[src/rtl/cache_ctrl.sv]
// Direct-mapped, write-through, no-write-allocate cache controller (one word per line).
// Optional hit/miss statistics counters are built when CACHE_CTRL_STATS_EN is defined.
module cache_ctrl #(
    parameter int ADDR_W  = 16,
    parameter int INDEX_W = 4,
    parameter int DATA_W  = 16
) (
    input  logic              clk,
    input  logic              reset,
    input  logic              cpu_req,
    input  logic              cpu_we,
    input  logic [ADDR_W-1:0] cpu_addr,
    input  logic [DATA_W-1:0] cpu_wdata,
    output logic [DATA_W-1:0] cpu_rdata,
    output logic              cpu_ack,
    output logic              mem_req,
    output logic              mem_we,
    output logic [ADDR_W-1:0] mem_addr,
    output logic [DATA_W-1:0] mem_wdata,
    input  logic [DATA_W-1:0] mem_rdata,
    input  logic              mem_ack,
    output logic              hit
`ifdef CACHE_CTRL_STATS_EN
    ,
    input  logic              stats_clr,
    output logic [15:0]       hit_count,
    output logic [15:0]       miss_count
`endif
);

    localparam int TAG_W = ADDR_W - INDEX_W;
    localparam int LINES = 1 << INDEX_W;

    typedef enum logic [2:0] {IDLE, LOOKUP, REFILL, WRITE_MEM, RESP} state_t;

    state_t             state;
    logic [DATA_W-1:0]  data_mem [LINES];
    logic [TAG_W-1:0]   tag_mem  [LINES];
    logic [LINES-1:0]   valid_r;
    logic [ADDR_W-1:0]  addr_r;
    logic               we_r;
    logic [DATA_W-1:0]  wdata_r;

    logic [INDEX_W-1:0] idx;
    logic [TAG_W-1:0]   tag;
    logic [INDEX_W-1:0] cpu_idx;
    logic [TAG_W-1:0]   cpu_tag;

    assign idx     = addr_r[INDEX_W-1:0];
    assign tag     = addr_r[ADDR_W-1:INDEX_W];
    assign cpu_idx = cpu_addr[INDEX_W-1:0];
    assign cpu_tag = cpu_addr[ADDR_W-1:INDEX_W];

    // Control FSM; the hit flag is evaluated while accepting the request so it is a register during LOOKUP.
    always_ff @(posedge clk) begin
        if (reset) begin
            state     <= IDLE;
            valid_r   <= '0;
            cpu_ack   <= 1'b0;
            cpu_rdata <= '0;
            mem_req   <= 1'b0;
            mem_we    <= 1'b0;
            mem_addr  <= '0;
            mem_wdata <= '0;
            hit       <= 1'b0;
        end else begin
            cpu_ack <= 1'b0;
            hit     <= 1'b0;
            case (state)
                IDLE: begin
                    if (cpu_req) begin
                        state <= LOOKUP;
                        hit   <= valid_r[cpu_idx] && (tag_mem[cpu_idx] == cpu_tag);
                    end
                end
                LOOKUP: begin
                    if (we_r) begin
                        state     <= WRITE_MEM;
                        mem_req   <= 1'b1;
                        mem_we    <= 1'b1;
                        mem_addr  <= addr_r;
                        mem_wdata <= wdata_r;
                    end else if (hit) begin
                        state     <= RESP;
                        cpu_ack   <= 1'b1;
                        cpu_rdata <= data_mem[idx];
                    end else begin
                        state    <= REFILL;
                        mem_req  <= 1'b1;
                        mem_we   <= 1'b0;
                        mem_addr <= addr_r;
                    end
                end
                REFILL: begin
                    if (mem_ack) begin
                        state        <= RESP;
                        mem_req      <= 1'b0;
                        valid_r[idx] <= 1'b1;
                        cpu_rdata    <= mem_rdata;
                        cpu_ack      <= 1'b1;
                    end
                end
                WRITE_MEM: begin
                    if (mem_ack) begin
                        state   <= RESP;
                        mem_req <= 1'b0;
                        mem_we  <= 1'b0;
                        cpu_ack <= 1'b1;
                    end
                end
                RESP:    state <= IDLE;
                default: state <= IDLE;
            endcase
        end
    end

    // Request latch and line storage; array writes are suppressed under reset so an abandoned refill leaves no trace.
    always_ff @(posedge clk) begin
        if (state == IDLE && cpu_req) begin
            addr_r  <= cpu_addr;
            we_r    <= cpu_we;
            wdata_r <= cpu_wdata;
        end
        if (!reset) begin
            if (state == LOOKUP && we_r && hit)
                data_mem[idx] <= wdata_r;
            if (state == REFILL && mem_ack) begin
                data_mem[idx] <= mem_rdata;
                tag_mem[idx]  <= tag;
            end
        end
    end

`ifdef CACHE_CTRL_STATS_EN
    function automatic logic [15:0] sat_inc(input logic [15:0] v);
        return (v == 16'hFFFF) ? v : v + 16'd1;
    endfunction

    always_ff @(posedge clk) begin
        if (reset || stats_clr) begin
            hit_count  <= '0;
            miss_count <= '0;
        end else if (state == LOOKUP) begin
            if (hit)
                hit_count <= sat_inc(hit_count);
            else
                miss_count <= sat_inc(miss_count);
        end
    end
`endif

endmodule

[config.mk]
export PLATFORM = sky130hd
export DESIGN_NAME = cache_ctrl
export DESIGN_NICKNAME = d
export VERILOG_FILES = /design/src/rtl/cache_ctrl.sv
export SDC_FILE = /design/constraint.sdc
export NUM_CORES = 1
export LEC_CHECK = 0
export CAP_MARGIN = 20
export CORE_UTILIZATION = 54
export DETAILED_ROUTE_END_ITERATION = 7
export PLACE_DENSITY = 0.77
export SLEW_MARGIN = 30
export SYNTH_ARGS = -nofsm -noshare
export SYNTH_HDL_FRONTEND = slang
export SYNTH_SLANG_ARGS = --single-unit
[constraint.sdc]
create_clock -name clk -period 4.2 [get_ports clk]
set_clock_uncertainty 0.2 [all_clocks]
set_input_delay 0.42 -clock clk [delete_from_list [all_inputs] [get_ports clk]]
set_output_delay 0.42 -clock clk [all_outputs]
set_load 0.02 [all_outputs]
==> summary.txt <==
Routed WL - 49900 um
Top cell type by total area after synthesis - edfxtp_1
Routed vias - 11200
Layout area overhead - 17.3%
Fmax - 347 MHz
Initial core utilization - 55.0%
Post-placement cell count - 1725
Internal Power - 9.42 mW
Nets - 1314
Worst path top cell family by delay - simple AND/OR/NAND/NOR gates
Number of cell rows - 72
Sequential area share after synthesis - 74.6%
Critical Path Slowest Stage Cell - dfxtp_1
Post-Synth Simple-Gate Area - 3.95%
Buf+Inv Stages, Crit Path - 3
Worst skew pair latency - 0.60 ns
CTS Hold Bufs - 0
Clock slew at reported path FFs - 0.07 ns
Die ar. - 40400 sq um
WL per Instance - 27.4 um
Initial antenna violation count - 0
Netlist cell types - 52
Final ANT Viol Nets - 0
Diodes inserted - 0
Hold Violations, Final - 0
Mux cell area share after synthesis - 16.1%
Total GRT Usage - 25.0%
Crit start category - register
Setup Buffers After CTS - 0
Ports - 105
Tmin final - 2.88 ns
Switching Fraction - 21.8%
Critical path class - reg -> reg
Critical path endpoint category - register
XOR/XNOR Fraction of Synth Area - 0.533%
Max-slew violation total from the final report - 0
Pin count of the biggest net entering global routing - 56
Htree depth - 2
Clock root buffer - clkbuf_16
Share of layout cells above drive strength 1 - 22.9%
DRC violations left - 0
Initial DRC Count - 1079
Core ar. - 38800 sq um
Arr. time, crit path - 2.96 ns
Synth cell count leaders - 481 x edfxtp_1, 124 x mux4_2, 76 x nand2_1
Static leakage - 8.14 nW
Non-filler instance count after layout - 1822
Compound-cell area share of the yosys netlist - 3.28%
Post-Syn Area - 21400 sq um
PortBufs - 104
Synth Net Count - 1159
Critical path's most frequent cell - buf_4
Die Wd - 201 um
Final setup vio count - 0
Grt total ovfl - 0
Worst-margin pin slew - 0.983 ns
Unrepaired setup endpoints after global routing - no
Largest family of logic cells by synthesized area - multiplexers
Clock Sinks - 556
Die H - 201 um
Switching pwr - 2.62 mW
Status - finished clean
Post-synth top area share - 67.6%
Max_cap viols - 0
Post-route setup TNS - 0 ns
GP Congestion - 0.824
Post-Place Cell Area - 23300 sq um
Cell with the most instances after synthesis - edfxtp_1
Ys Warns - 0
Post-synth ARST share - 0%
Detail Placement HPWL - 30200 um
Cell area power density - 481 nW/um^2
Fin crit share - 68.6%
Synth top area cells - edfxtp_1 68%, mux4_2 13%, dfxtp_1 7.0%, mux2i_1 1.8%, nand2_1 1.3%
Syn Inst Count - 1106
Worst path max stage delay - 0.51 ns
Required time worst endpoint - 4.28 ns
Pre-Repair DR Iteration Count - 5
VDD IR max - 0.000436 V
Num CTS Buffers - 52
Max-slew headroom - 34.2%
Post-CTS resize count - 0
Combinational Power Share - 7.7%
CTS tree - yes
Hold crit path type - in -> reg
Number of global-route vias before repair - 11500
Avg Cell Area, Syn - 19.3 sq um
Synth Area in Adders - 0%
CTS Buffer Depth - 3
FF+latch count, synth - 556
Clock power share - 40.2%
Via density - 6.16
Number of synthesized flops with an enable pin - 481
CP max FO - 11
Final Cell Area - 25100 sq um
Crit-path cells - inv_2 -> nor3_4 -> nand3_1 -> buf_4 -> o21ai_1 -> nand2b_1 -> nor2_2 -> buf_4
First-pass GRT wire length - 73000 um
Post-synth top flop - edfxtp_1
Reg power frac - 52.0%
## registers in the layout, summed over array words and instances, names as in the netlist, 3 cells and up, named ones only
| signal | flops |
|---|---|
| addr_r | 16 |
| cpu_rdata | 16 |
| data_mem | 256 |
| mem_addr | 16 |
| mem_wdata | 16 |
| state | 3 |
| tag_mem | 192 |
| valid_r | 16 |
| wdata_r | 16 |
## path summary, 6_finish.rpt
kind,from,endpoint,slack [ns],cells after the start
min,cpu_wdata[0],wdata_r[0],0.18,1
min reg2reg,valid_r[13],valid_r[13],0.25,1
max,state[1],data_mem[10][7],1.32,8
max reg2reg,state[1],data_mem[10][7],1.32,8
## logic make-up (layout without fill, tap and decap cells)
logic type / after synthesis / after routing
AO/OA/AOI/OAI: 103 / 103
XOR/XNOR: 13 / 13
buffers and inverters: 64 / 262
multiplexers: 186 / 186
flip-flops: 556 / 556
AND/OR/NAND/NOR: 184 / 184
## power by group through the flow
| stage | clock network (mW) | registers [mW] | logic (mW) |
|---|---|---|---|
| final | 4.85 | 6.26 | 0.933 |
| after global routing | 5.08 | 6.28 | 0.987 |
| after CTS | 4.88 | 6.27 | 0.940 |
| after detailed placement | 0 | 6.39 | 0.925 |
| after global placement | 0 | 6.38 | 0.913 |
| after floorplan | 0 | 6.32 | 0.605 |
## layer usage
metal / vias up / share of wire [%] / wire length [um] / global-route usage (%)
li1: 4760 / - / - / -
met1: 5791 / 38 / 19200 / 33.5
met2: 561 / 50 / 24700 / 41.1
met3: 120 / 8.3 / 4150 / 4.40
met4: 0 / 3.7 / 1830 / 9.98
met5: - / 0 / 0 / 0
## cell usage in the layout (no fill, tap or decap), types with 3 or more instances in the layout
cell / synthesis / layout
dfxtp_1: 75 / 72
nor3_1: 8 / 3
mux2_2: 6 / 6
buf_12: 1 / 3
nand2b_1: 13 / 13
mux2i_1: 39 / 39
inv_1: 3 / 3
xor2_1: 4 / 4
mux2_1: 17 / 17
a22o_1: 3 / 3
clkinv_2: 0 / 8
nor2b_1: 5 / 5
clkbuf_16: 0 / 53
clkbuf_1: 32 / 13
buf_4: 1 / 54
edfxtp_1: 481 / 481
clkbuf_8: 0 / 9
nor3b_1: 4 / 3
nor2_2: 0 / 12
clkdlybuf4s50_1: 0 / 101
o21ai_1: 3 / 3
a22oi_1: 6 / 6
nor3_2: 1 / 5
clkinv_1: 1 / 7
o22ai_1: 3 / 3
nand2_1: 76 / 76
a211oi_1: 20 / 20
mux4_2: 124 / 124
nor2_1: 51 / 39
bufinv_16: 0 / 6
a21o_1: 15 / 15
xnor2_1: 9 / 9
nand3_1: 7 / 7
nand3b_1: 4 / 4
or2_1: 4 / 4
a21oi_1: 39 / 38
## per-stage QoR
stage	power (mW)	worst slack [ns]	hold WS [ns]	utilization [%]
after floorplan	6.93	0.294	0.221	-
after global placement	7.29	1.06	0.228	60.0
after detailed placement	7.31	1.02	0.238	60.0
after CTS	12.1	1.26	0.162	64.5
after global routing	12.3	1.14	0.164	64.5
final	12.0	1.32	0.180	64.5
## cell type report
| cell class | instances | area, sq um |
|---|---|---|
| Sequential cell | 556 | 16000 |
| Clock buffer | 75 | 1500 |
| Multi-Input combinational cell | 486 | 5180 |
| Timing Repair Buffer | 160 | 1490 |
| Tap cell | 518 | 648 |
| Fill cell | 2527 | 13800 |
| Inverter | 5 | 18.8 |
| Clock inverter | 22 | 272 |
No activity file was read; power rests on OpenSTA's default activity.
